### config.mk
export PLATFORM = sky130hd
export DESIGN_NAME = can_crc_engine
export DESIGN_NICKNAME = d
export VERILOG_FILES = /design/src/rtl/can_crc_engine.sv
export SDC_FILE = /design/constraint.sdc
export NUM_CORES = 1
export LEC_CHECK = 0
export ABC_AREA = 1
export CORE_UTILIZATION = 40
export DETAILED_ROUTE_END_ITERATION = 10
export SETUP_SLACK_MARGIN = 0.02
export SLEW_MARGIN = 5
export SYNTH_ARGS = -nofsm -noshare
export SYNTH_HDL_FRONTEND = slang
export SYNTH_SLANG_ARGS = --single-unit
### constraint.sdc
create_clock -name i_Clk -period 4.1 [get_ports i_Clk]
set_input_delay 0.82 -clock i_Clk [delete_from_list [all_inputs] [get_ports i_Clk]]
set_output_delay 0.82 -clock i_Clk [all_outputs]
set_load 0.02 [all_outputs]
### src/rtl/can_crc_engine.sv
// Bit-serial CAN CRC generator/checker: absorbs a data field and then the
// received CRC field into one LFSR, and flags a nonzero residue at frame end.
//
// state | meaning
// IDLE  | waiting for i_Start, bits ignored
// DATA  | shifting data bits, cnt = data bits still expected
// CRC   | shifting received CRC bits, cnt = CRC bits still expected
// DONE  | one-cycle frame-end pulse, result already registered
module can_crc_engine #(
   parameter int                   CRC_WIDTH = 15,
   parameter logic [CRC_WIDTH-1:0] CRC_POLY  = 15'h4599,
   parameter logic [CRC_WIDTH-1:0] CRC_INIT  = '0,
   parameter int                   LEN_WIDTH = 7
) (
   input  logic                 i_Clk,
   input  logic                 i_Rst,
   input  logic                 i_Start,
   input  logic [LEN_WIDTH-1:0] i_Len,
   input  logic                 i_Abort,
   input  logic                 i_Bit,
   input  logic                 i_Bit_Valid,
   input  logic                 i_Bit_Stuffed,
   output logic [CRC_WIDTH-1:0] o_CRC,
   output logic                 o_Busy,
   output logic                 o_In_CRC,
   output logic                 o_Done,
   output logic                 o_CRC_Err
);

   if (CRC_WIDTH > (2 ** LEN_WIDTH) - 1) begin : g_len_chk
      $error("can_crc_engine: CRC_WIDTH does not fit in the LEN_WIDTH bit counter");
   end

   typedef enum logic [1:0] {
      ST_IDLE = 2'd0,
      ST_DATA = 2'd1,
      ST_CRC  = 2'd2,
      ST_DONE = 2'd3
   } state_t;

   localparam logic [LEN_WIDTH-1:0] CNT_CRC = LEN_WIDTH'(CRC_WIDTH);
   localparam logic [LEN_WIDTH-1:0] CNT_ONE = LEN_WIDTH'(1);

   state_t               state_q, state_d;
   logic [CRC_WIDTH-1:0] crc_q, crc_d;
   logic [LEN_WIDTH-1:0] cnt_q, cnt_d;
   logic                 err_q, err_d;

   logic                 accept;
   logic                 inv;
   logic [CRC_WIDTH-1:0] crc_step;

   always_ff @(posedge i_Clk or posedge i_Rst) begin
      if (i_Rst) begin
         state_q <= ST_IDLE;
         crc_q   <= CRC_INIT;
         cnt_q   <= '0;
         err_q   <= 1'b0;
      end else begin
         state_q <= state_d;
         crc_q   <= crc_d;
         cnt_q   <= cnt_d;
         err_q   <= err_d;
      end
   end

   assign accept   = i_Bit_Valid & ~i_Bit_Stuffed &
                     ((state_q == ST_DATA) | (state_q == ST_CRC));
   assign inv      = i_Bit ^ crc_q[CRC_WIDTH-1];
   assign crc_step = {crc_q[CRC_WIDTH-2:0], 1'b0} ^ (inv ? CRC_POLY : '0);

   always_comb begin
      state_d = state_q;
      crc_d   = crc_q;
      cnt_d   = cnt_q;
      err_d   = err_q;
      if (i_Abort) begin
         state_d = ST_IDLE;
         crc_d   = CRC_INIT;
         cnt_d   = '0;
      end else if (i_Start) begin
         crc_d = CRC_INIT;
         err_d = 1'b0;
         if (i_Len == '0) begin
            state_d = ST_CRC;
            cnt_d   = CNT_CRC;
         end else begin
            state_d = ST_DATA;
            cnt_d   = i_Len;
         end
      end else begin
         case (state_q)
            ST_DATA: begin
               if (accept) begin
                  crc_d = crc_step;
                  if (cnt_q == CNT_ONE) begin
                     state_d = ST_CRC;
                     cnt_d   = CNT_CRC;
                  end else if (cnt_q != '0) begin
                     cnt_d = cnt_q - CNT_ONE;
                  end
               end
            end
            ST_CRC: begin
               if (accept) begin
                  crc_d = crc_step;
                  if (cnt_q == CNT_ONE) begin
                     state_d = ST_DONE;
                     cnt_d   = '0;
                     err_d   = (crc_step != '0);
                  end else if (cnt_q != '0) begin
                     cnt_d = cnt_q - CNT_ONE;
                  end
               end
            end
            ST_DONE: state_d = ST_IDLE;
            default: state_d = ST_IDLE;
         endcase
      end
   end

   always_comb begin
      o_Busy    = 1'b0;
      o_In_CRC  = 1'b0;
      o_Done    = 1'b0;
      case (state_q)
         ST_DATA: o_Busy = 1'b1;
         ST_CRC: begin
            o_Busy   = 1'b1;
            o_In_CRC = 1'b1;
         end
         ST_DONE: o_Done = 1'b1;
         default: ;
      endcase
   end

   assign o_CRC     = crc_q;
   assign o_CRC_Err = err_q;

endmodule

Word level (Yosys, flattened, before mapping)
Cells that the tools add are included.
{ "totals": {"register_bits": 25, "in_bits": 14, "output_inout_bits": 19, "wordCells": 63} }
{ "op_classes": {"add_sub_neg": 1, "n_eq_ne": 8, "mux": 29, "bitwise": 7, "n_reduce_logical": 14} }
{ "ops": {"columns": ["cell", "count"], "rows": [
  ["15-bit 2-to-1 mux", 5],
  ["7-bit 2-to-1 mux", 8],
  ["15-bit nonzero test", 1],
  ["15-bit bitwise XOR", 1],
  ["2-bit 2-to-1 mux", 7],
  ["7-bit one-hot mux with 2 select lines", 1],
  ["4-bit by 3-bit != test with 1-bit output (second input constant)", 2],
  ["4-bit != test (second input constant)", 2],
  ["4-bit AND reduction", 2],
  ["7-bit by 1-bit == test with 1-bit output (second input constant)", 1],
  ["7-bit logical NOT", 1],
  ["1-bit 2-to-1 mux", 7],
  ["7-bit nonzero test", 1],
  ["7-bit by 1-bit subtractor with 7-bit output (second input constant)", 1],
  ["2-bit nonzero test", 3],
  ["3-bit nonzero test", 2],
  ["2-bit == test (second input constant)", 2],
  ["2-bit one-hot mux with 2 select lines", 1],
  ["4-bit nonzero test", 1],
  ["3-bit AND reduction", 1],
  ["1-bit AND", 2],
  ["2-bit by 1-bit == test with 1-bit output (second input constant)", 1],
  ["1-bit NOT", 2],
  ["2-bit AND reduction", 1],
  ["3 further kinds", 3]
]} }

Depth between registers and ports, before layout
Gate-level depths: netlist of run 1.
{ "depth": {"word_depth": 8, "ltp_mapped": 11, "ltp_nobuf": 11} }

Worst setup path after synthesis of run 1
No wires, ideal clock.
{ "synth_timing": {"kind": "reg2out", "from": "reg state_q[0]", "to": "out o_Busy", "arrival_time_ps": 941, "required_time_ps": 3280, "slack_ps": 2339, "stages_incl_launch_ff": 4, "n_path_buf": 0, "cell_sequence": "dfrtp_1 > inv_1 > ha_1 > inv_1"} }
{ "synth_via": {"elab_chain_cells": 3, "elab_cells_between_ends": 4, "cone_classes": "eq/ne: 2; mux: 1; reduce/logical: 1"} }
{ "synth_rtl": {"columns": ["element", "line", "text"], "rows": [
  ["from (decl)", "44", "state_t state_q, state_d;"],
  ["from (signal assigned)", "60", "state_q <= state_d;"],
  ["2-bit by 1-bit == test with 1-bit output or 2-bit == test (tied branches)", "126", "case (state_q)"],
  ["2-bit OR reduction (no source line) (*)", null, null],
  ["1-bit 2-to-1 mux (*)", "126", null],
  ["to (decl)", "24", "output logic o_Busy,"]
]} }
Mark *: on every way between the ends. The rest lies on a longest branch, timed or not.

Worst setup path after layout of run 1
Ends and elaborated chain as after synthesis.

==> results of run 1 <==
==> kinds of logic after synthesis <==
logic type | after synthesis | share of synthesized area
and+or+nand+nor | 134 | 0.3657
buffers and inverters | 41 | 0.1069
DFF | 25 | 0.3470
AOI/OAI and AO/OA | 25 | 0.1242
adders and majority gates | 6 | 0.04164
xor gates and xnor gates | 3 | 0.01458
==> synth_stat cells, drive strengths merged (2+ instances only) <==
| master | n |
|---|---|
| buf | 4 |
| clkinv | 2 |
| dfrtp | 25 |
| ha | 6 |
| inv | 35 |
| nand2 | 78 |
| nand3 | 23 |
| nor2 | 30 |
| o21ai | 14 |
| o22ai | 9 |
| xor2 | 2 |
==> final timing paths <==
check	to	cells after the start
worst min-delay path	o_CRC_Err	2
worst min register to register	o_CRC_Err	2
min in group asynchronous	o_CRC[12]	2
worst max register to register	state_q[0]	8
worst max-delay path	o_Busy	4
max in group asynchronous	o_CRC[0]	2
==> sequential cells by signal, indices dropped and copies added (netlist names) <==
register	cells
o_CRC	15
o_CRC_Err	1
cnt_q	7
state_q	2
==> per-layer routing <==
| metal | GRT usage | routed length [um] | vias up | share of wire |
|---|---|---|---|---|
| met5 | 0 | 0 | - | 0 |
| met4 | 0.04989 | 34 | 0 | 0.0089 |
| met3 | 0.01608 | 126 | 2 | 0.033 |
| met2 | 0.2460 | 1628 | 27 | 0.43 |
| met1 | 0.2649 | 2018 | 679 | 0.53 |
| li1 | - | - | 799 | - |
==> final cells by class <==
| class | count | share of cell area |
|---|---|---|
| multi-input cells | 168 | 0.4510 |
| flip-flops and latches | 25 | 0.2865 |
| clock inverters | 1 | 0.003438 |
| repair buffers | 32 | 0.1467 |
| clock buffers | 3 | 0.01891 |
| inverters | 37 | 0.06361 |
| well taps | 52 | 0.02980 |
==> power groups by stage <==
stage | combinational [uW] | clock (uW) | sequential [uW]
2_1_floorplan | 146 | 0 | 278
3_3_place_gp | 188 | 0 | 281
3_5_place_dp | 190 | 0 | 281
4_1_cts | 191 | 159 | 276
5_1_grt | 212 | 168 | 279
6_report | 189 | 156 | 276
==> stage by stage <==
step | cells | total power [uW]
floorplan | 234 | 423.6
global placement | 314 | 469.3
detailed placement | 314 | 470.9
CTS | 318 | 626.2
global route | 318 | 659.0
finish | 318 | 620.7
==> critical path, delay by kind of cell (launching register included) <==
kind | cells | cell delay [ns]
buffers and inverters | 3 | 0.78
DFF | 1 | 0.40
adders and majority gates | 1 | 0.35
==> impl_results.html, run 1 <==
<table>
<tr><th>Metric</th><th>Value</th></tr>
<tr><th colspan="2">Outcome</th></tr>
<tr><td>Status</td><td>complete, no violations</td></tr>
<tr><th colspan="2">Power and ir drop</th></tr>
<tr><td>Logic pwr share</td><td>0.304</td></tr>
<tr><td>Net switching fraction of the power</td><td>0.3566</td></tr>
<tr><td>Peak VDD IR</td><td>0.1215 mV</td></tr>
<tr><td>Total power divided by cell area</td><td>284.3 nW/um^2</td></tr>
<tr><td>Internal power</td><td>399.4 uW</td></tr>
<tr><td>Fraction of power consumed by the clock network</td><td>0.251</td></tr>
<tr><td>Static Leak</td><td>0.001027 uW</td></tr>
<tr><td>Sequential cell fraction of total power</td><td>0.445</td></tr>
<tr><td>Switching pwr</td><td>221.3 uW</td></tr>
<tr><th colspan="2">Setup path</th></tr>
<tr><td>CP max FO</td><td>4</td></tr>
<tr><td>Flop2flop setup slack</td><td>2.45 ns</td></tr>
<tr><td>Data arrival at the endpoint of the critical path</td><td>1.81 ns</td></tr>
<tr><td>Required time of the worst setup path</td><td>3.28 ns</td></tr>
<tr><td>Largest incremental delay on the critical path</td><td>0.61 ns</td></tr>
<tr><td>CP startpoint</td><td>state_q[0]</td></tr>
<tr><td>Crit path top cell by count</td><td>sky130_fd_sc_hd__inv_1</td></tr>
<tr><td>Start of the worst register-to-register path</td><td>state_q[0]</td></tr>
<tr><td>Startpoint class of the critical path</td><td>flop</td></tr>
<tr><td>Crit Path Class</td><td>flop to output port</td></tr>
<tr><td>Library cell contributing the largest single delay on the critical path</td><td>sky130_fd_sc_hd__clkdlybuf4s50_1</td></tr>
<tr><td>Cell breakdown of the critical path</td><td>inv_1 -&gt; ha_1 -&gt; inv_1 -&gt; clkdlybuf4s50_1</td></tr>
<tr><td>Crit. End Element</td><td>output port</td></tr>
<tr><th colspan="2">Timing</th></tr>
<tr><td>Sum Neg Setup Slack</td><td>0 ns</td></tr>
<tr><td>Slew Limit Fails</td><td>0</td></tr>
<tr><td>Final setup vio count</td><td>0</td></tr>
<tr><td>Worst-case headroom to the max-slew limit</td><td>0.3350</td></tr>
<tr><td>Actual slew at the worst max-slew pin</td><td>0.9964 ns</td></tr>
<tr><td>RSZ-0062 raised after global routing</td><td>no</td></tr>
<tr><td>Fmax achieved</td><td>0.3800 GHz</td></tr>
<tr><td>Hold Violations, Final</td><td>0</td></tr>
<tr><td>Setup WS post-layout</td><td>1.469 ns</td></tr>
<tr><td>Final period util</td><td>0.6418</td></tr>
<tr><td>Time the worst path needs with I/O delays and setup</td><td>2.631 ns</td></tr>
<tr><td>Worst Clk Skew</td><td>0.002752 ns</td></tr>
<tr><td>Worst Hold Margin</td><td>0.4933 ns</td></tr>
<tr><th colspan="2">Routing</th></tr>
<tr><td>DR iter-0 viols</td><td>101</td></tr>
<tr><td>Total number of vias</td><td>1507</td></tr>
<tr><td>Final wirelength</td><td>3.808 mm</td></tr>
<tr><td>Final routed DRC violation total</td><td>0</td></tr>
<tr><td>Routed via count divided by cell count</td><td>4.739</td></tr>
<tr><td>Wire length per cell after detailed routing</td><td>11.97 um</td></tr>
<tr><td>Antenna-violating nets left</td><td>0</td></tr>
<tr><td>Length of the first detailed-routing pass in iterations</td><td>4</td></tr>
<tr><th colspan="2">Final layout</th></tr>
<tr><td>Fraction of layout instances using a drive strength above 1</td><td>0.1729</td></tr>
<tr><td>Number of nets in the final layout</td><td>287</td></tr>
<tr><td>Diodes inserted</td><td>0</td></tr>
<tr><td>Reg area</td><td>625.6 um^2</td></tr>
<tr><td>Leading cell types in the layout, fill and taps excluded</td><td>sky130_fd_sc_hd__nand2_1 (65), sky130_fd_sc_hd__clkdlybuf4s50_1 (32), sky130_fd_sc_hd__inv_1 (31)</td></tr>
<tr><td>Final Instance Area</td><td>2183 um^2</td></tr>
<tr><td>Area of the multi-input gates</td><td>984.7 um^2</td></tr>
<tr><td>Area overhead of the layout relative to synthesis</td><td>21.10%</td></tr>
<tr><td># fillers</td><td>418</td></tr>
<tr><td>Final core utilization</td><td>0.5014</td></tr>
<tr><td>Most frequent standard cell in the layout excluding fill and tap cells</td><td>sky130_fd_sc_hd__nand2_1</td></tr>
<tr><th colspan="2">Clock network</th></tr>
<tr><td>Number of sinks handled by clock tree synthesis</td><td>25</td></tr>
<tr><td>Max H-tree Level</td><td>1</td></tr>
<tr><td>Longest Clk Path Bufs</td><td>2</td></tr>
<tr><td>Clock tree from TritonCTS</td><td>built</td></tr>
<tr><td>Buffer type at the clock tree root</td><td>sky130_fd_sc_hd__clkbuf_8</td></tr>
<tr><td>Insertion delay to the later sink of the worst-skew pair</td><td>0.27 ns</td></tr>
<tr><td>Number of buffers inserted for hold repair after clock tree synthesis</td><td>0</td></tr>
<tr><td>TritonCTS buffer count</td><td>3</td></tr>
<tr><td>Post-CTS setup-driven buffer insertion count</td><td>0</td></tr>
<tr><td>Clock transition at the registers of the reported paths</td><td>0.10 ns</td></tr>
<tr><td>Quantity of gates resized following cts</td><td>0</td></tr>
<tr><th colspan="2">Job</th></tr>
<tr><td>Total of max-cap violations</td><td>0</td></tr>
<tr><th colspan="2">Yosys</th></tr>
<tr><td>Distinct cell type count of the synthesized netlist</td><td>27</td></tr>
<tr><td>Top cell type by total area after synthesis</td><td>sky130_fd_sc_hd__dfrtp_1</td></tr>
<tr><td>Top post-synthesis cells by area</td><td>sky130_fd_sc_hd__dfrtp_1 (35%), sky130_fd_sc_hd__nand2_1 (14%), sky130_fd_sc_hd__inv_1 (6.5%), sky130_fd_sc_hd__o22ai_2 (6.2%), sky130_fd_sc_hd__nand3_1 (5.8%)</td></tr>
<tr><td>Yosys synthesis warning count</td><td>0</td></tr>
<tr><td>Gate count after technology mapping</td><td>234</td></tr>
<tr><td>Async set-reset flop share out of synthesis</td><td>1.000</td></tr>
<tr><td>Register bit count reported by yosys</td><td>25</td></tr>
<tr><td>Sequential element share of the synthesized area</td><td>0.3470</td></tr>
<tr><td>Post-synthesis net count</td><td>254</td></tr>
<tr><td>EDFF count, synth</td><td>0</td></tr>
<tr><td>Portion of synthesized cell area occupied by the leading cell type</td><td>0.3470</td></tr>
<tr><td>Main flop type after synthesis</td><td>sky130_fd_sc_hd__dfrtp_1</td></tr>
<tr><td>Netlist area before placement</td><td>1803 um^2</td></tr>
<tr><td>Average footprint of a synthesized cell</td><td>7.705 um^2</td></tr>
<tr><th colspan="2">Place</th></tr>
<tr><td>Cell Area, Placed</td><td>2135 um^2</td></tr>
<tr><td>Count of buffers from port buffering</td><td>32</td></tr>
<tr><td>HPWL after detailed placement</td><td>2.990 mm</td></tr>
<tr><td>Placer Congestion</td><td>0.8183</td></tr>
<tr><td>Minimum setup slack after placement</td><td>1.740 ns</td></tr>
<tr><th colspan="2">Die</th></tr>
<tr><td>DIE HEIGHT</td><td>69.14 um</td></tr>
<tr><td>Number of primary I/O pins</td><td>33</td></tr>
<tr><td>Number of standard-cell rows in the floorplan</td><td>24</td></tr>
<tr><td>Die X</td><td>69.14 um</td></tr>
<tr><td>Die Outline Area</td><td>4780 um^2</td></tr>
<tr><td>Initial standard-cell utilization of the core</td><td>0.4141</td></tr>
<tr><td>Floorplan core area</td><td>4354 um^2</td></tr>
<tr><th colspan="2">Worst hold path</th></tr>
<tr><td>Hold Path Origin</td><td>o_CRC_Err</td></tr>
<tr><td>Path class of the lowest-slack min-delay path</td><td>flop to flop</td></tr>
<tr><th colspan="2">GRT</th></tr>
<tr><td>Initial antenna violation count</td><td>0</td></tr>
<tr><td>Global-route wire length before repair</td><td>6.637 mm</td></tr>
<tr><td>Aggregate global routing overflow</td><td>0</td></tr>
<tr><td>Via count of the first global-routing pass</td><td>1377</td></tr>
<tr><td>Global Route Usage Sum</td><td>0.1697</td></tr>
<tr><td>Pin count of the biggest net entering global routing</td><td>26</td></tr>
</table>
(Power assumes the default switching activity.)
==> inputs of run 2 (changes only) <==
==> constraint.sdc (replaced) <==
create_clock -name i_Clk -period 2.5 [get_ports i_Clk]
set_input_delay 0.5 -clock i_Clk [delete_from_list [all_inputs] [get_ports i_Clk]]
set_output_delay 0.5 -clock i_Clk [all_outputs]
set_load 0.02 [all_outputs]
==> impl_results.html, run 2 (synthesized netlist as in run 1, its figures left out) <==
<table>
<tr><th>Metric</th><th>Value</th></tr>
<tr><th colspan="2">Outcome</th></tr>
<tr><td>Status</td><td>complete, no violations</td></tr>
<tr><th colspan="2">Final layout</th></tr>
<tr><td>Number of nets in the final layout</td><td>288</td></tr>
<tr><td>Leading cell types in the layout, fill and taps excluded</td><td>sky130_fd_sc_hd__nand2_1 (65), sky130_fd_sc_hd__clkdlybuf4s50_1 (32), sky130_fd_sc_hd__inv_1 (31)</td></tr>
<tr><td>Diodes inserted</td><td>0</td></tr>
<tr><td>Most frequent standard cell in the layout excluding fill and tap cells</td><td>sky130_fd_sc_hd__nand2_1</td></tr>
<tr><td>Area overhead of the layout relative to synthesis</td><td>21.51%</td></tr>
<tr><td>Number of flip-flops under the largest register name</td><td>15</td></tr>
<tr><td>Final core utilization</td><td>0.5032</td></tr>
<tr><td>Fraction of layout instances using a drive strength above 1</td><td>0.1760</td></tr>
<tr><th colspan="2">Clock network</th></tr>
<tr><td>Insertion delay to the later sink of the worst-skew pair</td><td>0.28 ns</td></tr>
<tr><td>Buffer type at the clock tree root</td><td>sky130_fd_sc_hd__clkbuf_8</td></tr>
<tr><td>TritonCTS buffer count</td><td>3</td></tr>
<tr><td>Post-CTS setup-driven buffer insertion count</td><td>0</td></tr>
<tr><td>Number of sinks handled by clock tree synthesis</td><td>25</td></tr>
<tr><td>Number of buffers inserted for hold repair after clock tree synthesis</td><td>0</td></tr>
<tr><td>Max H-tree Level</td><td>1</td></tr>
<tr><td>Clock transition at the registers of the reported paths</td><td>0.10 ns</td></tr>
<tr><td>Clock tree from TritonCTS</td><td>built</td></tr>
<tr><td>Quantity of gates resized following cts</td><td>0</td></tr>
<tr><td>Longest Clk Path Bufs</td><td>2</td></tr>
<tr><th colspan="2">Setup path</th></tr>
<tr><td>Data arrival at the endpoint of the critical path</td><td>1.81 ns</td></tr>
<tr><td>CP max FO</td><td>4</td></tr>
<tr><td>Crit Path Class</td><td>flop to output port</td></tr>
<tr><td>Required time of the worst setup path</td><td>2.00 ns</td></tr>
<tr><td>Crit. End Element</td><td>output port</td></tr>
<tr><td>Startpoint class of the critical path</td><td>flop</td></tr>
<tr><th colspan="2">GRT</th></tr>
<tr><td>Aggregate global routing overflow</td><td>0</td></tr>
<tr><td>Global-route wire length before repair</td><td>6.637 mm</td></tr>
<tr><td>Global Route Usage Sum</td><td>0.1687</td></tr>
<tr><td>Pin count of the biggest net entering global routing</td><td>26</td></tr>
<tr><td>Via count of the first global-routing pass</td><td>1423</td></tr>
<tr><td>Initial antenna violation count</td><td>0</td></tr>
<tr><th colspan="2">Place</th></tr>
<tr><td>Placer Congestion</td><td>0.8206</td></tr>
<tr><td>HPWL after detailed placement</td><td>2.926 mm</td></tr>
<tr><td>Minimum setup slack after placement</td><td>0.4633 ns</td></tr>
<tr><td>Count of buffers from port buffering</td><td>32</td></tr>
<tr><th colspan="2">Timing</th></tr>
<tr><td>Final setup vio count</td><td>0</td></tr>
<tr><td>Worst Hold Margin</td><td>0.4929 ns</td></tr>
<tr><td>Actual slew at the worst max-slew pin</td><td>0.4660 ns</td></tr>
<tr><td>Hold Violations, Final</td><td>0</td></tr>
<tr><td>Fmax achieved</td><td>0.4322 GHz</td></tr>
<tr><td>RSZ-0062 raised after global routing</td><td>no</td></tr>
<tr><td>Sum Neg Setup Slack</td><td>0 ns</td></tr>
<tr><td>Worst Clk Skew</td><td>0.003696 ns</td></tr>
<tr><td>Worst-case headroom to the max-slew limit</td><td>0.6884</td></tr>
<tr><td>Time the worst path needs with I/O delays and setup</td><td>2.314 ns</td></tr>
<tr><td>Final period util</td><td>0.9256</td></tr>
<tr><td>Setup WS post-layout</td><td>0.1861 ns</td></tr>
<tr><td>Slew Limit Fails</td><td>0</td></tr>
<tr><th colspan="2">Routing</th></tr>
<tr><td>Final wirelength</td><td>3.746 mm</td></tr>
<tr><td>Wire length per cell after detailed routing</td><td>11.74 um</td></tr>
<tr><td>Final routed DRC violation total</td><td>0</td></tr>
<tr><td>Total number of vias</td><td>1501</td></tr>
<tr><td>DR iter-0 viols</td><td>90</td></tr>
<tr><td>Length of the first detailed-routing pass in iterations</td><td>4</td></tr>
<tr><td>Routed via count divided by cell count</td><td>4.705</td></tr>
<tr><td>Antenna-violating nets left</td><td>0</td></tr>
<tr><th colspan="2">Power and ir drop</th></tr>
<tr><td>Peak VDD IR</td><td>0.2056 mV</td></tr>
<tr><td>Static Leak</td><td>0.001031 uW</td></tr>
<tr><td>Total power divided by cell area</td><td>465.4 nW/um^2</td></tr>
<tr><th colspan="2">Die</th></tr>
<tr><td>Initial standard-cell utilization of the core</td><td>0.4141</td></tr>
<tr><td>DIE HEIGHT</td><td>69.14 um</td></tr>
<tr><td>Floorplan core area</td><td>4354 um^2</td></tr>
<tr><td>Number of standard-cell rows in the floorplan</td><td>24</td></tr>
<tr><td>Number of primary I/O pins</td><td>33</td></tr>
<tr><td>Die X</td><td>69.14 um</td></tr>
<tr><td>Die Outline Area</td><td>4780 um^2</td></tr>
<tr><th colspan="2">Job</th></tr>
<tr><td>Total of max-cap violations</td><td>0</td></tr>
<tr><th colspan="2">Worst hold path</th></tr>
<tr><td>Path class of the lowest-slack min-delay path</td><td>flop to flop</td></tr>
</table>
## run 2: area by class of cell
type	count	area, um^2
well taps	52	65.06
multi-input cells	168	984.7
repair buffers	33	327.8
clock inverters	1	7.507
fillers	426	2163
inverters	37	138.9
clock buffers	3	41.29
flip-flops and latches	25	625.6
## run 2: layer usage
metal | up-vias | track usage | wire length [um]
li1 | 799 | - | -
met1 | 674 | 0.2612 | 2041
met2 | 24 | 0.2481 | 1570
met3 | 4 | 0.01608 | 90
met4 | 0 | 0.04762 | 44
met5 | - | 0 | 0
## run 2: critical path, cell delays in order, from the launching register on
cell and delay (ns):
sky130_fd_sc_hd__dfrtp_1 0.41, sky130_fd_sc_hd__inv_1 0.08, sky130_fd_sc_hd__ha_1 0.35, sky130_fd_sc_hd__inv_1 0.09, sky130_fd_sc_hd__clkdlybuf4s50_1 0.61
## run 2: worst paths after layout
path | from | endpoint | slack [ns] | depth (start not counted)
max in group asynchronous | i_Rst | o_CRC[1] | 1.69 | 3
worst min-delay path | o_CRC_Err | o_CRC_Err | 0.49 | 2
min in group asynchronous | i_Rst | o_CRC[12] | 0.56 | 3
worst min register to register | o_CRC_Err | o_CRC_Err | 0.49 | 2
worst max-delay path | state_q[0] | o_Busy | 0.19 | 4
worst max register to register | state_q[0] | state_q[0] | 0.86 | 8
## run 2: power breakdown
group / internal [uW] / leakage, uW / switching, uW
Clock: 113 / 0.0000217 / 144
Combinational: 119 / 0.000669 / 192
Sequential: 424 / 0.000340 / 27.8
Total: 656 / 0.00103 / 363
## run 2: metrics by stage
stage	cell area, um^2	power (uW)	instances
floorplan	1803	694.8	234
global placement	2142	771.0	315
detailed placement	2142	772.0	315
CTS	2191	1026	319
global route	2191	1083	319
finish	2191	1020	319
